$ cat src/rtl/psram_bus_bridge.sv
// rtl/psram_bus_bridge.sv - CPU byte-bus to PSRAM controller bridge with a one-word read buffer
module psram_bus_bridge #(
  parameter int                ADDR_W       = 19,
  parameter logic [ADDR_W-1:0] WIN_BASE     = 19'h10000,
  parameter logic [ADDR_W-1:0] WIN_MASK     = 19'h70000,
  parameter logic [21:0]       PSRAM_OFFSET = 22'h000000,
  parameter int                TIMEOUT      = 255,
  parameter bit                CACHE_EN     = 1'b1
) (
  input  logic              clk,
  input  logic              resetn,
  input  logic              cpu_req,
  input  logic              cpu_we,
  input  logic [ADDR_W-1:0] cpu_addr,
  input  logic [7:0]        cpu_wdata,
  output logic [7:0]        cpu_rdata,
  output logic              cpu_ack,
  output logic              cpu_err,
  output logic              mem_read,
  output logic              mem_write,
  output logic              mem_byte_write,
  output logic [21:0]       mem_addr,
  output logic [15:0]       mem_din,
  input  logic [15:0]       mem_dout,
  input  logic              mem_busy
);

  localparam int               CNT_W   = (TIMEOUT < 2) ? 1 : $clog2(TIMEOUT + 1);
  localparam logic [CNT_W-1:0] CNT_MAX = CNT_W'(TIMEOUT);

  typedef enum logic [2:0] {IDLE, ISSUE, WAIT_BUSY, WAIT_DONE, ACK} state_t;

  state_t           state, state_d;
  logic             req_q;
  logic             we_q;
  logic [7:0]       wdata_q;
  logic             buf_valid;
  logic [20:0]      buf_tag;
  logic [15:0]      buf_data;
  logic [CNT_W-1:0] cnt;

  logic             in_win;
  logic [21:0]      baddr_in;
  logic             accept, hit, issue, done, expired;

  assign in_win   = (cpu_addr & WIN_MASK) == WIN_BASE;
  assign baddr_in = PSRAM_OFFSET + 22'(cpu_addr & ~WIN_MASK);

  always_comb begin
    state_d = state;
    accept  = 1'b0;
    hit     = 1'b0;
    issue   = 1'b0;
    done    = 1'b0;
    expired = 1'b0;
    case (state)
      IDLE: begin
        if (cpu_req && !req_q && in_win) begin
          accept  = 1'b1;
          hit     = !cpu_we && buf_valid && (buf_tag == baddr_in[21:1]);
          state_d = hit ? ACK : ISSUE;
        end
      end
      ISSUE: begin
        if (!mem_busy) begin
          issue   = 1'b1;
          state_d = WAIT_BUSY;
        end
      end
      WAIT_BUSY: begin
        if (cnt == CNT_MAX) begin
          expired = 1'b1;
          state_d = ACK;
        end else if (mem_busy) begin
          state_d = WAIT_DONE;
        end
      end
      WAIT_DONE: begin
        // A completion seen on the last counted cycle still wins over the timeout
        if (!mem_busy) begin
          done    = 1'b1;
          state_d = ACK;
        end else if (cnt == CNT_MAX) begin
          expired = 1'b1;
          state_d = ACK;
        end
      end
      ACK:     state_d = IDLE;
      default: state_d = IDLE;
    endcase
  end

  always_ff @(posedge clk or negedge resetn) begin
    if (!resetn) begin
      state <= IDLE;
    end else begin
      state <= state_d;
    end
  end

  // mem_addr doubles as the latched byte address for the whole access
  always_ff @(posedge clk or negedge resetn) begin
    if (!resetn) begin
      req_q          <= 1'b0;
      we_q           <= 1'b0;
      wdata_q        <= 8'h00;
      buf_valid      <= 1'b0;
      buf_tag        <= '0;
      buf_data       <= 16'h0000;
      cnt            <= '0;
      cpu_rdata      <= 8'h00;
      cpu_ack        <= 1'b0;
      cpu_err        <= 1'b0;
      mem_read       <= 1'b0;
      mem_write      <= 1'b0;
      mem_byte_write <= 1'b0;
      mem_addr       <= 22'h000000;
      mem_din        <= 16'h0000;
    end else begin
      req_q          <= cpu_req;
      cpu_ack        <= 1'b0;
      cpu_err        <= 1'b0;
      mem_read       <= 1'b0;
      mem_write      <= 1'b0;
      mem_byte_write <= 1'b0;

      if (state == WAIT_BUSY || state == WAIT_DONE) begin
        cnt <= cnt + CNT_W'(1);
      end else begin
        cnt <= '0;
      end

      if (accept) begin
        we_q     <= cpu_we;
        wdata_q  <= cpu_wdata;
        mem_addr <= baddr_in;
        if (cpu_we) begin
          mem_din <= {cpu_wdata, cpu_wdata};
        end
      end

      if (hit) begin
        cpu_ack   <= 1'b1;
        cpu_rdata <= baddr_in[0] ? buf_data[15:8] : buf_data[7:0];
      end

      if (issue) begin
        mem_read       <= !we_q;
        mem_write      <= we_q;
        mem_byte_write <= we_q;
      end

      if (done) begin
        cpu_ack <= 1'b1;
        if (!we_q) begin
          buf_data  <= mem_dout;
          buf_tag   <= mem_addr[21:1];
          buf_valid <= CACHE_EN;
          cpu_rdata <= mem_addr[0] ? mem_dout[15:8] : mem_dout[7:0];
        end else if (buf_valid && buf_tag == mem_addr[21:1]) begin
          if (mem_addr[0]) begin
            buf_data[15:8] <= wdata_q;
          end else begin
            buf_data[7:0] <= wdata_q;
          end
        end
      end

      if (expired) begin
        cpu_ack   <= 1'b1;
        cpu_err   <= 1'b1;
        cpu_rdata <= 8'hFF;
        buf_valid <= 1'b0;
      end
    end
  end

endmodule

$ cat config.mk
export PLATFORM = sky130hd
export DESIGN_NAME = psram_bus_bridge
export DESIGN_NICKNAME = d
export VERILOG_FILES = /design/src/rtl/psram_bus_bridge.sv
export SDC_FILE = /design/constraint.sdc
export NUM_CORES = 1
export LEC_CHECK = 0
export CORE_MARGIN = 1
export CORE_UTILIZATION = 55
export DETAILED_ROUTE_END_ITERATION = 8
export DONT_BUFFER_PORTS = 1
export PLACE_DENSITY_LB_ADDON = 0.15
export SYNTH_ARGS = -nofsm -noshare
export SYNTH_HDL_FRONTEND = slang
export SYNTH_SLANG_ARGS = --single-unit
$ cat constraint.sdc
create_clock -name clk -period 2.7 [get_ports clk]
set_clock_uncertainty 0.15 [all_clocks]
set_input_delay 0.54 -clock clk [delete_from_list [all_inputs] [get_ports clk]]
set_output_delay 0.54 -clock clk [all_outputs]
set_load 0.01 [all_outputs]
==> results.md <==
- Outcome: finished with violations
- Failing checks: negative hold slack
- GR Overflow Total: 0
- Antenna Cells: 0
- # Max-Cap Violations: 0
- WS Path Type: register to primary output
- Clock tree from TritonCTS: done
- PD cells: 944 nW/um^2
- Rows: 33
- Overall routing resource usage: 25.8%
- Initial DRC count: 184
- Period Utilization, post-route: 86.6%
- Total Nets Final: 512
- Vias: 3463
- I/O Pins: 99
- Initial antenna violation count: 0
- Syn-to-layout area delta: 5.19%
- Leakage power: 2.30 nW
- Vias in the first global route: 3363
- DRT antenna net count: 0
- Clock period minus worst slack: 2.34 ns
- Crit path largest cell delay: 1.03 ns
- Die footprint: 8840 sq um
- Filler Cells Inserted: 713
- # resized after CTS: 0
- Setup TNS: 0 ns
- Reg power frac: 49.6%
- Crit path DAT: 1.65 ns
- Initial core utilization: 56.7%
- Peak VDD IR: 0.000450 V
- Vias per std cell: 6.05
- Primary FF master, synth: dfrtp_1
- Core ar.: 8220 sq um
- Clock sink count: 89
- Yosys warning count: 0
- FF/Latch Area: 2230 sq um
- Startpoint types: register
- Multi-input logic area: 2210 sq um
- H-tree depth: 3
- Mapped Avg Cell Area: 9.78 sq um
- Post-synth ARST share: 100%
- Cells after synthesis: 476
- Cell taking the most area after synthesis: dfrtp_1
- Final hold slack: -0.291 ns
- Number of synthesized flops with an enable pin: 0
- Wirelength per Cell: 18.8 um
- Slew HR: 31.5%
- Detailed Routing Iterations Pass 1: 4
- Fin util: 59.6%
- CP max-delay cell: dfrtp_1
- Clk buf depth: 2
- Max Slew Vio Count: 0
- Gp weighted congestion: 0.782
- Part of the power in combinational logic: 28.6%
- Hold Path Class: input port to async pin
- First-pass GRT wire length: 17100 um
- Worst Tran Pin Value: 1.03 ns
- Worst-path clk slew: 0.10 ns
- Post-synth cell types: 42
- Post-synth top area share: 47.8%
- Sw frac: 37.6%
- Fmax achieved: 0.428 GHz
- Yosys reg bits: 89
- Layout cell share with drive strength beyond 1: 14.8%
- Sequential area share after synthesis: 47.8%
- Netlist Area Pre-Place: 4660 sq um
- Worst Path Buf+Inv: 1
- Crit path max fanout: 28
- NetSw: 1.74 mW
- Int Pwr: 2.88 mW
- Root buffer cell: clkbuf_8
- TritonCTS buffer count: 9
- DR DRC count: 0
- Routed wire length: 10800 um
- Dpl hpwl: 7430 um
- RSZ-0062 raised after global routing: no
- Post-Place Cell Area: 4680 sq um
- Final hold vios: 89
- Die width: 94.0 um
- Largest net degree at the start of global routing: 90
- Synth area leaders: dfrtp_1, nand2_1, mux2_2, xor2_1, nor4_1
- Clock Power Share: 21.8%
- PortBufs: 0
- Cell area after layout: 4900 sq um
- Clk Latency, worst-skew pair: 0.37 ns
- Die Ht: 94.0 um
- Final setup fails: 0
- CP required: 2.01 ns
- CP delay by family, top: flip-flops
- Crit-path cells: buf_4
- Worst setup EP type: primary output
==> registers in the layout, indices dropped and copies added, names as in the netlist <==
register,flops
we_q,1
mem_addr,16
mem_read,1
buf_valid,1
buf_tag,15
req_q,1
buf_data,16
mem_byte_write,1
state,3
cnt,8
mem_din,8
wdata_q,8
cpu_ack,1
cpu_rdata,8
cpu_err,1
==> metrics by stage <==
| stage | instances | setup WS, ns | power, mW |
|---|---|---|---|
| floorplan | 481 | 0.526 | 3.32 |
| global placement | 557 | 0.406 | 3.59 |
| detailed placement | 557 | 0.369 | 3.63 |
| CTS | 572 | 0.361 | 4.63 |
| global route | 572 | 0.258 | 4.91 |
| finish | 572 | 0.362 | 4.62 |
==> power by group through the flow <==
stage,Sequential [mW],Clock [mW],Combinational [mW]
finish,2.29,1.01,1.32
global route,2.37,1.08,1.46
CTS,2.29,1.02,1.32
detailed placement,2.32,0,1.31
global placement,2.30,0,1.28
floorplan,2.12,0,1.20
==> final timing paths <==
check / startpoint / endpoint / slack (ns) / cells after the start
setup / recovery: mem_addr[0] / mem_addr[0] / 0.36 / 1
hold / removal: resetn / buf_tag[9] / -0.29 / 0
setup reg to reg: buf_tag[10] / cpu_rdata[3] / 0.44 / 6
hold reg to reg: state[2] / state[1] / 0.34 / 1
max in group asynchronous: resetn / buf_data[3] / 2.56 / 0
min in group clk: cpu_req / req_q / 0.05 / 0
==> worst register-to-register path, delay by kind of cell, from the launching register on <==
| kind | cells | cell delay, ns |
|---|---|---|
| AND/OR/NAND/NOR | 3 | 0.75 |
| AO/OA/AOI/OAI | 1 | 0.43 |
| flip-flops | 1 | 0.42 |
| buffers and inverters | 1 | 0.24 |
| XOR/XNOR | 1 | 0.16 |
==> cell families after synthesis <==
logic type	Yosys count	share of synthesized area (%)
flops	89	47.8
xor+xnor	36	6.77
other cells	1	0.0805
mux	25	6.05
compound gates	71	11.0
buf+inv	46	5.27
simple gates	207	22.7
fa+ha+maj	1	0.269
==> cells in the mapped netlist (2+ instances only) <==
| master | number |
|---|---|
| a2111oi_0 | 8 |
| a211oi_1 | 8 |
| a21oi_1 | 25 |
| a31o_2 | 8 |
| a41o_1 | 8 |
| and2_1 | 10 |
| and2b_1 | 2 |
| and3_1 | 5 |
| buf_1 | 2 |
| buf_2 | 7 |
| buf_4 | 15 |
| clkbuf_1 | 18 |
| dfrtp_1 | 89 |
| mux2_2 | 25 |
| nand2_1 | 96 |
| nand2b_1 | 3 |
| nand3_1 | 6 |
| nand4_1 | 4 |
| nor2_1 | 29 |
| nor2b_1 | 8 |
| nor3_1 | 9 |
| nor3b_1 | 8 |
| nor4_1 | 21 |
| o21ai_0 | 2 |
| o22ai_1 | 2 |
| o32ai_1 | 8 |
| xnor2_1 | 12 |
| xor2_1 | 24 |
==> layer usage <==
metal / global-route usage [%] / wire [um] / vias to the layer above
li1: - / - / 1620
met1: 32.8 / 4380 / 1678
met2: 40.4 / 5060 / 149
met3: 8.58 / 1110 / 16
met4: 10.4 / 218 / 0
met5: 0 / 0 / -
==> cell usage in the layout (no fill, tap or decap), types with 2 or more instances in the layout <==
master      instances
o22ai_1             2
a41o_1              8
nor3b_1             8
nand2_1            96
bufinv_16           2
buf_4              14
xnor2_1            12
mux2_2             25
o32ai_1             8
a21oi_1            25
and2b_1             2
nor4_1             21
clkinvlp_4          3
a211oi_1            8
clkbuf_8            9
nand2b_1            3
xor2_1             24
nand4_1             4
nor2b_1             8
nor3_1              8
o21ai_0             2
dfrtp_1            89
and3_1              5
a31o_2              8
nor2_1             29
conb_1              6
nand3_1             6
and2_1             10
a2111oi_0           8
==> timing repair <==
action | in CTS | in global routing
endpoints found under the hold margin | 89 | 89
setup buffers | 0 | 0
setup endpoints to repair | 0 | 0
==> area by class of cell <==
| type | count | area share, % |
|---|---|---|
| multi-input combinational | 346 | 45.1 |
| inverter | 3 | 0.230 |
| timing repair buffer | 14 | 2.15 |
| tap | 105 | 2.68 |
| sequential | 89 | 45.5 |
| clock inverter | 6 | 1.87 |
| clock buffer | 9 | 2.53 |
(Power assumes the default switching activity.)
